## config.mk

```make
export PLATFORM = sky130hd
export DESIGN_NAME = video_timing_gen
export DESIGN_NICKNAME = d
export VERILOG_FILES = /design/src/rtl/gpu_pkg.sv /design/src/rtl/timing_axis.sv /design/src/rtl/video_timing_gen.sv
export SDC_FILE = /design/constraint.sdc
export NUM_CORES = 1
export LEC_CHECK = 0
export ABC_AREA = 0
export BUFFER_PORTS_ARGS = -buffer_cell sky130_fd_sc_hd__buf_2
export CAP_MARGIN = 10
export CORE_ASPECT_RATIO = 1.1
export CORE_MARGIN = 1
export CORE_UTILIZATION = 41
export CTS_CLUSTER_DIAMETER = 150
export DETAILED_ROUTE_END_ITERATION = 12
export GPL_TIMING_DRIVEN = 1
export HOLD_SLACK_MARGIN = 0.15
export PLACE_DENSITY = 0.74
export SLEW_MARGIN = 15
export SYNTH_ARGS = -nofsm -noshare
export SYNTH_HDL_FRONTEND = slang
export SYNTH_SLANG_ARGS = --single-unit
```

## constraint.sdc

```tcl
create_clock -name clk -period 3.7 [get_ports clk]
set_input_delay 0 -clock clk [delete_from_list [all_inputs] [get_ports clk]]
set_output_delay 0 -clock clk [all_outputs]
set_load 0.01 [all_outputs]
```

## src/rtl/gpu_pkg.sv

```systemverilog
// Shared GPU display constants and sizing helpers.
// Default mode is 200x600 active with the porch and sync widths below.
package gpu_pkg;

    localparam int DEF_H_ACTIVE = 200;
    localparam int DEF_H_FP     = 10;
    localparam int DEF_H_SYNC   = 32;
    localparam int DEF_H_BP     = 22;

    localparam int DEF_V_ACTIVE = 600;
    localparam int DEF_V_FP     = 1;
    localparam int DEF_V_SYNC   = 4;
    localparam int DEF_V_BP     = 23;

    function automatic int span_total(input int active, input int fp, input int sync, input int bp);
        return active + fp + sync + bp;
    endfunction

    function automatic int h_total(input int active, input int fp, input int sync, input int bp);
        return span_total(active, fp, sync, bp);
    endfunction

    function automatic int v_total(input int active, input int fp, input int sync, input int bp);
        return span_total(active, fp, sync, bp);
    endfunction

    // Never returns less than 1 so a degenerate span still gets a legal vector width.
    function automatic int clog2(input int n);
        int r;
        r = 0;
        while ((1 << r) < n) r = r + 1;
        if (r < 1) r = 1;
        return r;
    endfunction

endpackage

```

## src/rtl/timing_axis.sv

```systemverilog
// One raster direction: wrapping position counter with registered sync decode.
// Exposes the post-edge count and active flag so the top can register aligned outputs.
module timing_axis
    import gpu_pkg::*;
#(
    parameter int   ACTIVE = DEF_H_ACTIVE,
    parameter int   FP     = DEF_H_FP,
    parameter int   SYNC   = DEF_H_SYNC,
    parameter int   BP     = DEF_H_BP,
    parameter logic POL    = 1'b1,
    parameter int   W      = clog2(span_total(ACTIVE, FP, SYNC, BP))
) (
    input  logic         clk,
    input  logic         rst,
    input  logic         advance,
    output logic [W-1:0] count,
    output logic [W-1:0] count_next,
    output logic         wrap,
    output logic         sync,
    output logic         active_next
);

    localparam int         TOTAL      = span_total(ACTIVE, FP, SYNC, BP);
    localparam logic [W-1:0] LAST       = W'(TOTAL - 1);
    localparam logic [W-1:0] SYNC_FIRST = W'(ACTIVE + FP);
    localparam logic [W-1:0] SYNC_LAST  = W'(ACTIVE + FP + SYNC - 1);
    localparam logic [W-1:0] ACT_END    = W'(ACTIVE);

    logic in_sync_next;

    always_comb begin
        wrap       = advance && (count == LAST);
        count_next = count;
        if (wrap)
            count_next = '0;
        else if (advance)
            count_next = count + W'(1);
        in_sync_next = (count_next >= SYNC_FIRST) && (count_next <= SYNC_LAST);
        active_next  = (count_next < ACT_END);
    end

    always_ff @(posedge clk or negedge rst) begin
        if (!rst) begin
            count <= '0;
            sync  <= ~POL;
        end else if (advance) begin
            count <= count_next;
            sync  <= in_sync_next ? POL : ~POL;
        end
    end

endmodule

```

## src/rtl/video_timing_gen.sv

```systemverilog
// Raster timing generator: counters, syncs, active enable, line/frame strobes and
// a replicated framebuffer read address whose base is latched only at frame wrap.
module video_timing_gen
    import gpu_pkg::*;
#(
    parameter int   H_ACTIVE  = DEF_H_ACTIVE,
    parameter int   H_FP      = DEF_H_FP,
    parameter int   H_SYNC    = DEF_H_SYNC,
    parameter int   H_BP      = DEF_H_BP,
    parameter int   V_ACTIVE  = DEF_V_ACTIVE,
    parameter int   V_FP      = DEF_V_FP,
    parameter int   V_SYNC    = DEF_V_SYNC,
    parameter int   V_BP      = DEF_V_BP,
    parameter logic HSYNC_POL = 1'b1,
    parameter logic VSYNC_POL = 1'b1,
    parameter int   H_SHIFT   = 1,
    parameter int   V_SHIFT   = 3,
    parameter int   FB_STRIDE = 128,
    parameter int   ADDR_W    = 16,
    localparam int  H_TOTAL   = h_total(H_ACTIVE, H_FP, H_SYNC, H_BP),
    localparam int  V_TOTAL   = v_total(V_ACTIVE, V_FP, V_SYNC, V_BP),
    localparam int  H_W       = clog2(H_TOTAL),
    localparam int  V_W       = clog2(V_TOTAL)
) (
    input  logic              clk,
    input  logic              rst,
    input  logic              en,
    input  logic [ADDR_W-1:0] baseAddr,
    output logic [H_W-1:0]    hCount,
    output logic [V_W-1:0]    vCount,
    output logic              hSync,
    output logic              vSync,
    output logic              oe,
    output logic [ADDR_W-1:0] addr,
    output logic              lineStart,
    output logic              frameStart,
    output logic              vBlank
);

    if (H_FP < 1 || H_SYNC < 1 || H_BP < 1 || V_FP < 1 || V_SYNC < 1 || V_BP < 1 ||
        (H_ACTIVE >> H_SHIFT) > FB_STRIDE) begin : g_bad_params
        $error("video_timing_gen: illegal porch/sync widths or FB_STRIDE too small");
    end

    localparam logic [V_W-1:0] ROW_MASK = V_W'((1 << V_SHIFT) - 1);

    logic [H_W-1:0]    h_next;
    logic [V_W-1:0]    v_next;
    logic              h_wrap;
    logic              v_wrap;
    logic              h_act_next;
    logic              v_act_next;
    logic              oe_next;
    logic [ADDR_W-1:0] line_base;
    logic [ADDR_W-1:0] line_base_next;
    logic [ADDR_W-1:0] addr_next;

    timing_axis #(
        .ACTIVE(H_ACTIVE), .FP(H_FP), .SYNC(H_SYNC), .BP(H_BP), .POL(HSYNC_POL), .W(H_W)
    ) u_h_axis (
        .clk        (clk),
        .rst        (rst),
        .advance    (en),
        .count      (hCount),
        .count_next (h_next),
        .wrap       (h_wrap),
        .sync       (hSync),
        .active_next(h_act_next)
    );

    timing_axis #(
        .ACTIVE(V_ACTIVE), .FP(V_FP), .SYNC(V_SYNC), .BP(V_BP), .POL(VSYNC_POL), .W(V_W)
    ) u_v_axis (
        .clk        (clk),
        .rst        (rst),
        .advance    (h_wrap),
        .count      (vCount),
        .count_next (v_next),
        .wrap       (v_wrap),
        .sync       (vSync),
        .active_next(v_act_next)
    );

    // line_base tracks frameBase + (vCount >> V_SHIFT) * FB_STRIDE; at frame wrap it
    // reloads from baseAddr, which doubles as the once-per-frame base capture.
    always_comb begin
        line_base_next = line_base;
        if (v_wrap)
            line_base_next = baseAddr;
        else if (h_wrap && ((v_next & ROW_MASK) == '0))
            line_base_next = line_base + ADDR_W'(FB_STRIDE);
        oe_next   = h_act_next && v_act_next;
        addr_next = oe_next ? line_base_next + ADDR_W'(h_next >> H_SHIFT) : addr;
    end

    always_ff @(posedge clk or negedge rst) begin
        if (!rst) begin
            line_base  <= '0;
            addr       <= '0;
            oe         <= 1'b1;
            vBlank     <= 1'b0;
            lineStart  <= 1'b0;
            frameStart <= 1'b0;
        end else begin
            lineStart  <= h_wrap;
            frameStart <= v_wrap;
            if (en) begin
                line_base <= line_base_next;
                addr      <= addr_next;
                oe        <= oe_next;
                vBlank    <= !v_act_next;
            end
        end
    end

endmodule

```

==> results.md <==
- Status: complete, no violations
- Reg area: 1430 µm²
- DRT Wirelength: 7980 µm
- Critical path's top delay family: simple AND/OR/NAND/NOR gates
- Die height: 98.1 µm
- CP Class: register to register
- Initial core utilization: 42.8%
- Main synth FF type: dfrtp_1
- Vias in the first global route: 2819
- Post-layout minimum cycle time: 3450 ps
- Slowest stage delay, CP: 410 ps
- Worst Setup Start Kind: register
- Core area: 8040 µm²
- Pwr dens: 440 nW/µm²
- Top-area cell type share of the netlist area: 40.7%
- Slew Limit Fails: 0
- Commonest cells post-synth: dfrtp_1, nand2_1, xnor2_1
- Largest net degree at the start of global routing: 58
- Area grow syn2layout: 24.5%
- Req. time, crit path: 3930 ps
- TritonCTS buffer count: 9
- Final Hold Fails: 0
- Arr. time, crit path: 3680 ps
- Final Non-Filler Cells: 539
- Slew headroom: 52.9%
- Initial antenna violation count: 0
- Mapped Cells: 343
- Worst-path cell chain: nor4_4 > nand4_1 > nor2_4 > mux2_2 > ha_1 > a21o_1 > a21oi_1 > nor2b_1 > o31ai_1 > a21oi_1 > nand2_1 > xnor2_1 > mux2_4
- Clk_skew: 8.09 ps
- Peak supply drop: 0.302 mV
- Drt via density: 5.36
- Worst setup EP type: register
- # IOs: 60
- Grt total ovfl: 0
- Buffers on Ports: 59
- CTS H-tree depth: 3
- Peak fanout along the critical path: 6
- Die X: 89.4 µm
- Hpwl dp: 5650 µm
- Slowest-stage cell, CP: dfrtp_1
- Max Fclk: 0.290 GHz
- Cell accounting for the most synthesized area: dfrtp_1
- Global-route wire length before repair: 13400 µm
- Synth unique cells: 51
- Cells after DPL: 507
- CTS clk-pin slew, worst paths: 70 ps
- Cell Rows: 34
- GP Congestion: 0.855
- Syn. warnings: 0
- Routed via count: 2887
- Layout Utilization: 53.3%
- Fillers: 705
- Pwr Total: 1890 µW
- Ys async rst share: 100%
- Layout cell share with drive strength beyond 1: 29.2%
- Clock latency on the worst-skew pair: 340 ps
- Synth Net Count: 374
- Postcts setup bufs: 0
- Clock Path Buffers: 2
- Most common cell in the synthesized netlist: dfrtp_1
- Final setup vio count: 0
- Hold Path Class: input port to register
- Final worst path period share: 93.2%
- Most frequent cell on the critical path: a21oi_1
- ANT nets after route: 0
- #FFs+latches synth: 57
- Worst path bufs/invs: 0
- Leakage: 0.00210 µW
- Syn Area/Cell: 10.0 µm²
- Clk sinks: 57
- Seq/Total Area, Yosys: 41.4%
- DR WL/cell: 14.8 µm
- Die ar.: 8770 µm²
- Cells taking the most area after synthesis: dfrtp_1, mux2_2, xnor2_1
- Root Buffer: clkbuf_8
- Post-synth EDFFs: 0
- Post-Syn Area: 3440 µm²
- DRC Markers: 0
- Area occupied by multi-input gates: 1840 µm²
- Total Nets Final: 457
- Post-DP Area: 3870 µm²
- Tightest Pin Transition: 707 ps
- Min Hold Slack: 192 ps
- Fin area: 4290 µm²
- CTS tree: yes
- 1st-iter DRT viols: 263
- Max-cap violation count: 0
- Initial DRT Pass Iterations: 4
- N_diodes: 0
- GRT Util Overall: 19.8%
==> worst paths after layout <==
| kind | startpoint | to | slack [ps] | depth (start not counted) |
|---|---|---|---|---|
| min in group asynchronous | rst | addr[9] | 320 | 3 |
| max in group asynchronous | rst | u_h_axis.count[0] | 2860 | 3 |
| worst max register to register | u_v_axis.count[2] | addr[9] | 250 | 13 |
| worst max-delay path | u_v_axis.count[2] | addr[9] | 250 | 13 |
| worst min register to register | u_v_axis.sync | u_v_axis.sync | 480 | 2 |
| worst min-delay path | baseAddr[12] | line_base[12] | 190 | 4 |
==> cell type report <==
type,count,area share (%)
Multi-Input combinational cell,249,42.9
Sequential cell,57,33.4
Timing Repair Buffer,86,12.5
Tap cell,108,3.15
Clock inverter,6,3.03
Clock buffer,10,2.98
Inverter,23,2.01
==> worst reg2reg max path: cells and delay by family (launching register included) <==
family,cells,cell delay (ps)
xor gates and xnor gates,1,80
muxes,2,630
and+or+nand+nor,5,980
AOI/OAI and AO/OA,4,960
DFF,1,410
adders and majority gates,1,270
==> logic make-up after synthesis <==
kind of cell | Yosys count | share of synthesized area (%)
xor gates and xnor gates | 31 | 8.10
AOI/OAI and AO/OA | 74 | 13.9
buffers and inverters | 37 | 5.45
and+or+nand+nor | 101 | 15.7
DFF | 57 | 41.4
adders and majority gates | 12 | 4.58
muxes | 31 | 10.8
==> sequential cells by signal, summed over array words and instances, names as in the netlist <==
signal,count
addr,16
frameStart,1
lineStart,1
line_base,16
oe,1
u_h_axis.count,9
u_h_axis.sync,1
u_v_axis.count,10
u_v_axis.sync,1
vBlank,1
==> where the power goes <==
part / internal (µW) / total, µW / switching, µW
Combinational: 174 / 364 / 190
Sequential: 681 / 752 / 71.0
Clock: 513 / 773 / 260
Total: 1370 / 1890 / 520
==> layout by cell type (no fill, tap or decap), types with 4 or more instances in the layout <==
cell type	instances
buf_4	11
and2_1	4
o31ai_1	7
bufinv_16	4
and3_1	7
clkbuf_8	9
o22a_1	4
nand3_1	17
nor2_1	14
nor3_1	5
mux2_2	21
inv_1	22
o2bb2ai_1	4
o21ai_0	16
nor2b_1	4
ha_1	11
o22ai_1	7
dlygate4sd3_1	16
dfrtp_1	53
xor2_1	6
xnor2_1	24
buf_2	59
nand4_1	10
mux2_4	7
nand2_1	29
a21oi_1	18
==> layer usage <==
layer | up-vias | wire, µm | global-route usage, %
met5 | - | 0 | 0
met4 | 0 | 173 | 7.81
met3 | 17 | 491 | 4.40
met2 | 95 | 3800 | 31.2
met1 | 1382 | 3520 | 26.2
li1 | 1393 | - | -
==> what timing repair did <==
action	in CTS	in global routing
hold buffers	16	0
setup endpoints to repair	0	5
gates resized for setup	0	2
endpoints found under the hold margin	78	0
==> metrics by stage <==
stage | setup TNS, ps | setup WS (ps)
global route | -6.11 | -6.11
detailed placement | 0 | 280
CTS | 0 | 220
global placement | 0 | 400
finish | 0 | 250
floorplan | 0 | 7.38
Note: power is estimated with default switching activity, not from simulation.
